--- src/rtl/ray_thread_receiver.sv ---
// ray_thread_receiver
// Consumer end of the pixel-thread interface. Incoming (pixel_x, pixel_y)
// beats are buffered in a DEPTH-entry FIFO. Each thread is then turned into
// a primary-ray direction in an output register, which is presented to the
// ray core over a valid/ready handshake. Frame completion is also tracked.
//
// Optional feature: define RANGE_CHECK_EN to drop beats with out-of-range
// coordinates and flag them on range_err. Without it every beat is written
// and range_err stays 0.
//
// Ports
//   clk            in   clock, all logic on posedge
//   rst            in   synchronous reset, active-low
//   pixel_x/y      in   thread coordinates (10b)
//   valid          in   thread beat present this cycle
//   ray_core_free  out  sender may issue a thread next cycle
//   ray_valid      out  ray output valid
//   ray_ready      in   ray core accepts ray
//   ray_px/py      out  pass-through pixel coordinates
//   ray_dir_x/y/z  out  signed 12b ray direction
//   ray_last       out  ray is the last pixel of the frame
//   frame_done     out  one-cycle pulse after the last ray handshakes
//   frame_count    out  completed frames (wraps)
//   overflow       out  sticky: beat dropped because the FIFO was full
//   range_err      out  sticky: out-of-range beat dropped (RANGE_CHECK_EN)
module ray_thread_receiver #(
    parameter int WIDTH  = 640,
    parameter int HEIGHT = 480,
    parameter int DEPTH  = 4,
    parameter int FOCAL  = 320
) (
    input  logic               clk,
    input  logic               rst,
    input  logic [9:0]         pixel_x,
    input  logic [9:0]         pixel_y,
    input  logic               valid,
    output logic               ray_core_free,
    output logic               ray_valid,
    input  logic               ray_ready,
    output logic [9:0]         ray_px,
    output logic [9:0]         ray_py,
    output logic signed [11:0] ray_dir_x,
    output logic signed [11:0] ray_dir_y,
    output logic signed [11:0] ray_dir_z,
    output logic               ray_last,
    output logic               frame_done,
    output logic [15:0]        frame_count,
    output logic               overflow,
    output logic               range_err
);

    localparam int AW = $clog2(DEPTH);
    localparam int CW = AW + 1;

    logic [19:0]        r_mem [DEPTH];
    logic [AW-1:0]      r_wr_ptr;
    logic [AW-1:0]      r_rd_ptr;
    logic [CW-1:0]      r_count;

    logic               r_ray_valid;
    logic [9:0]         r_ray_px;
    logic [9:0]         r_ray_py;
    logic signed [11:0] r_dir_x;
    logic signed [11:0] r_dir_y;
    logic               r_ray_last;
    logic               r_frame_done;
    logic [15:0]        r_frame_count;
    logic               r_overflow;
    logic               r_range_err;

    logic               w_full;
    logic               w_in_range;
    logic               w_push;
    logic               w_pop;
    logic [CW:0]        w_occ;
    logic [19:0]        w_head;
    logic [9:0]         w_hx;
    logic [9:0]         w_hy;

`ifdef RANGE_CHECK_EN
    assign w_in_range = (pixel_x < 10'(WIDTH)) && (pixel_y < 10'(HEIGHT));
`else
    assign w_in_range = 1'b1;
`endif

    assign w_full = (r_count == CW'(DEPTH));
    assign w_push = valid && !w_full && w_in_range;
    // Output register refills whenever it is empty or being consumed.
    assign w_pop  = (r_count != '0) && (!r_ray_valid || ray_ready);

    // Pops are deliberately ignored: the sender reacts one cycle late, so
    // only a guaranteed free slot may be advertised.
    assign w_occ         = {1'b0, r_count} + {{CW{1'b0}}, valid};
    assign ray_core_free = (w_occ < (CW+1)'(DEPTH));

    assign w_head = r_mem[r_rd_ptr];
    assign w_hx   = w_head[19:10];
    assign w_hy   = w_head[9:0];

    always_ff @(posedge clk) begin
        if (w_push) begin
            r_mem[r_wr_ptr] <= {pixel_x, pixel_y};
        end
    end

    always_ff @(posedge clk) begin
        if (!rst) begin
            r_wr_ptr <= '0;
            r_rd_ptr <= '0;
            r_count  <= '0;
        end else begin
            if (w_push) begin
                r_wr_ptr <= r_wr_ptr + 1'b1;
            end
            if (w_pop) begin
                r_rd_ptr <= r_rd_ptr + 1'b1;
            end
            case ({w_push, w_pop})
                2'b10:   r_count <= r_count + 1'b1;
                2'b01:   r_count <= r_count - 1'b1;
                default: r_count <= r_count;
            endcase
        end
    end

    always_ff @(posedge clk) begin
        if (!rst) begin
            r_ray_valid   <= 1'b0;
            r_ray_px      <= '0;
            r_ray_py      <= '0;
            r_dir_x       <= '0;
            r_dir_y       <= '0;
            r_ray_last    <= 1'b0;
            r_frame_done  <= 1'b0;
            r_frame_count <= '0;
            r_overflow    <= 1'b0;
            r_range_err   <= 1'b0;
        end else begin
            if (w_pop) begin
                r_ray_valid <= 1'b1;
                r_ray_px    <= w_hx;
                r_ray_py    <= w_hy;
                r_dir_x     <= {2'b00, w_hx} - 12'(WIDTH / 2);
                r_dir_y     <= 12'(HEIGHT / 2) - {2'b00, w_hy};
                r_ray_last  <= (w_hx == 10'(WIDTH - 1)) && (w_hy == 10'(HEIGHT - 1));
            end else if (ray_ready) begin
                r_ray_valid <= 1'b0;
            end

            r_frame_done <= r_ray_valid && ray_ready && r_ray_last;
            if (r_ray_valid && ray_ready && r_ray_last) begin
                r_frame_count <= r_frame_count + 16'd1;
            end

            if (valid && w_full) begin
                r_overflow <= 1'b1;
            end
            // w_in_range is constant 1 without RANGE_CHECK_EN, so this never sets.
            if (valid && !w_in_range) begin
                r_range_err <= 1'b1;
            end
        end
    end

    assign ray_valid   = r_ray_valid;
    assign ray_px      = r_ray_px;
    assign ray_py      = r_ray_py;
    assign ray_dir_x   = r_dir_x;
    assign ray_dir_y   = r_dir_y;
    assign ray_dir_z   = 12'(FOCAL);
    assign ray_last    = r_ray_last;
    assign frame_done  = r_frame_done;
    assign frame_count = r_frame_count;
    assign overflow    = r_overflow;
    assign range_err   = r_range_err;

endmodule

--- config.mk ---
export PLATFORM = sky130hd
export DESIGN_NAME = ray_thread_receiver
export DESIGN_NICKNAME = d
export VERILOG_FILES = /design/src/rtl/ray_thread_receiver.sv
export SDC_FILE = /design/constraint.sdc
export NUM_CORES = 1
export LEC_CHECK = 0
export BUFFER_PORTS_ARGS = -buffer_cell sky130_fd_sc_hd__buf_2
export CAP_MARGIN = 20
export CORE_UTILIZATION = 56
export DETAILED_ROUTE_END_ITERATION = 10
export GPL_TIMING_DRIVEN = 0
export HOLD_SLACK_MARGIN = 0.1
export PLACE_DENSITY = 0.87
export SYNTH_ARGS = -nofsm -noshare
export SYNTH_HDL_FRONTEND = slang
export SYNTH_SLANG_ARGS = --single-unit
export TNS_END_PERCENT = 5
--- constraint.sdc ---
create_clock -name clk -period 2.9 [get_ports clk]
set_input_delay 0.145 -clock clk [delete_from_list [all_inputs] [get_ports clk]]
set_output_delay 0.145 -clock clk [all_outputs]
set_load 0.01 [all_outputs]
==> metrics.md <==
| Metric | Value |
|---|---|
| Leading cell type in the layout, fill and taps excluded | `buf_2` |
| Fmax | `0.370 GHz` |
| Syn-to-layout area delta | `25.7%` |
| Vert. Die Dim | `104 µm` |
| Post-CTS Setup Repair Bufs | `0` |
| Synth cell types | `50` |
| P_sw | `2.57 mW` |
| Worst min path class | `in -> reg` |
| N_diodes | `0` |
| Share of the synthesized area in the top cell type | `0.408` |
| Highest-count cells in the layout ignoring fill and taps | `buf_2, edfxtp_1, dfxtp_1, nand2_1, a21oi_1` |
| Origin of the worst setup path | `r_count[0]` |
| FF-to-FF Start | `r_count[0]` |
| Critical path's slowest cell | `or3_4` |
| Tot Pwr | `7.38 mW` |
| P_int | `4.81 mW` |
| Drt wl/cell | `18.9 µm` |
| Initial core utilization | `0.575` |
| R2R depth | `9` |
| Iteration-0 DRC Markers | `309` |
| Critical path arrival | `3160 ps` |
| Period utilisation layout | `0.932` |
| TritonCTS clock tree | `yes` |
| Layout cells sized above 1 | `0.274` |
| Buffers on Ports | `88` |
| Final GP Congestion | `0.856` |
| Clk buf depth | `2` |
| Yosys warns | `0` |
| Residual DRC | `0` |
| Peak supply drop | `619 µV` |
| Final slew viol count | `0` |
| Antenna viol nets, final | `0` |
| Total core area | `10200 µm²` |
| Die X | `104 µm` |
| Post-synth top flop | `edfxtp_1` |
| Total number of H-tree levels | `4` |
| Placed insts | `698` |
| Inserted Clock Buffers | `17` |
| Post-synthesis sequential area ratio | `0.626` |
| Full die area | `10900 µm²` |
| Clock latency on the worst-skew pair | `540 ps` |
| DRT Wirelength | `14200 µm` |
| Mapped Cells | `463` |
| Max-cap violations | `0` |
| Crit Path Class | `reg -> reg` |
| Clk_skew | `10.2 ps` |
| Vias in the first global route | `4162` |
| Remaining Overflow, GRT | `0` |
| Post-route minimum period | `2700 ps` |
| Pin count of the biggest net entering global routing | `21` |
| DR pass1 iterations | `5` |
| Crit start category | `flop` |
| Synth Cell Area | `5880 µm²` |
| CTS sink cnt | `144` |
| #FFs+latches synth | `144` |
| Clock Tree Root | `clkbuf_8` |
| WP depth | `9` |
| Clk pwr share | `0.311` |
| Worst path max stage delay | `460 ps` |
| Final instance area | `7390 µm²` |
| Status | `complete, no violations` |
| Via Count | `4311` |
| Hold slack | `343 ps` |
| Final HPWL DP | `8520 µm` |
| Net count reported at finish | `638` |
| Post-route insts no fill | `752` |
| DP Area | `6540 µm²` |
| Worst-path clk slew | `70 ps` |
| CP top delay family | `simple AND/OR/NAND/NOR gates` |
| Combinational Power Share | `0.317` |
| Final hold violations | `0` |
| Slew HR | `0.315` |
| Synth top area cells | `edfxtp_1, dfxtp_1, mux4_2` |
| Pwr/cell area | `998 nW/µm²` |
| RR Endpoint | `r_count[2]` |
| RSZ-0062 raised after global routing | `false` |
| Critical path capture point type | `flop` |
| Syn avg cell area | `12.7 µm²` |
| First-pass GRT wire length | `22000 µm` |
| Site Rows | `37` |
| Worst Max-Slew Pin Slew | `1030 ps` |
| FILL cells | `655` |
| Crit-path cells | `or3_4 -> nand2_2 -> clkinv_2 -> clkbuf_4 -> ha_1 -> fa_1 -> xnor2_1 -> or3_1 -> a21oi_1` |
| WP buf/inv | `2` |
| Sw frac | `0.349` |
| Static Leakage | `2.90 nW` |
| IO Count | `102` |
| Worst reg2reg setup slack | `200 ps` |
| Asr flop ratio synth | `0` |
| CP max FO | `10` |
| Initial antenna violation count | `0` |
| Total track usage | `0.269` |
| EDFF count, synth | `80` |
| Final setup fails | `0` |
| Sequential share of power | `0.372` |
| Cell taking the most area after synthesis | `edfxtp_1` |
| Via density per instance | `5.73` |
| CP endpoint | `r_count[2]` |
| CP Data Required Time | `3360 ps` |
## how the worst min path moves through the flow
stage	from	endpoint	slack (ps)	cells past startpoint
after CTS	pixel_x[9]	r_mem[2][19]	340	2
final	pixel_x[9]	r_mem[2][19]	340	2
after global routing	pixel_x[7]	r_mem[2][17]	370	2
after global placement	pixel_x[2]	r_mem[2][12]	350	1
after floorplan	pixel_y[0]	r_mem[0][0]	240	0
after detailed placement	pixel_x[2]	r_mem[3][12]	360	1
## sequential cells by signal, indices dropped and copies added, names as in the netlist, named ones only
register	flops
ray_dir_x	5
frame_count	16
ray_dir_y	10
overflow	1
ray_px	10
frame_done	1
ray_valid	1
r_count	3
r_mem	80
ray_last	1
r_rd_ptr	2
r_wr_ptr	2
ray_py	10
## cell usage after synthesis, types with 2 or more instances
library cell / number
a21oi_1: 38
nand4_1: 8
mux2i_1: 3
xor2_1: 4
ha_1: 10
inv_1: 14
o31a_1: 2
a31oi_1: 2
dfxtp_1: 64
nand2_1: 57
nor3_1: 6
nor4_1: 5
buf_4: 22
and2_1: 5
and3_1: 3
mux4_2: 15
clkbuf_1: 12
a211o_1: 2
conb_1: 2
buf_1: 6
o311ai_0: 2
or3_1: 7
edfxtp_1: 80
o21ai_0: 8
xnor2_1: 13
o31ai_1: 6
nor2_1: 23
mux4_1: 5
or2_2: 2
nand3_1: 11
buf_2: 3
or4_1: 5
## repair_timing
action | 4_1_cts | 5_1_grt
endpoints found under the setup margin | 1 | 1
hold buffers | 23 | 0
hold endpoints to repair | 84 | 0
gates resized for setup | 3 | 2
## through the flow
| step | setup slack (ps) | utilization | setup TNS [ps] |
|---|---|---|---|
| after floorplan | 289 | - | 0 |
| after global placement | -9.54 | 0.639 | -9.54 |
| after detailed placement | -125 | 0.639 | -125 |
| after CTS | 16.9 | 0.722 | 0 |
| after global routing | 74.5 | 0.723 | 0 |
| final | 196 | 0.723 | 0 |
## final cells by class
cell class                 count  area (µm²)  share of cell area
timing repair buffer         111         671              0.0907
clock buffer                  17         414              0.0560
inverter                      15        57.6             0.00778
buffer                        43         259              0.0350
multi-input combinational    271        1930               0.261
tap                          136         170              0.0230
sequential                   144        3680               0.498
clock inverter                15         206              0.0279
## cells by family after synthesis
| group | synth area share |
|---|---|
| DFF | 0.626 |
| and+or+nand+nor | 0.113 |
| AOI/OAI and AO/OA | 0.0717 |
| buffers and inverters | 0.0536 |
| muxes | 0.0849 |
| xor gates and xnor gates | 0.0253 |
| adders and majority gates | 0.0247 |
| other | 0.00128 |
## routing by layer
layer  global-route usage  vias up  routed length, µm
li1                     -     1957                  -
met1                0.319     2056               5400
met2                0.465      261               7380
met3               0.0702       37               1090
met4                0.110        0                363
met5                    0        -                  0
## power by group through the flow
stage               clock (mW)  combinational, mW  sequential (mW)
floorplan                    0               1.41             2.81
global placement             0               2.09             2.74
detailed placement           0               2.16             2.76
CTS                       2.31               2.29             2.74
global route              2.39               2.50             2.77
finish                    2.30               2.34             2.74
Power figures use the tool's default switching activity.
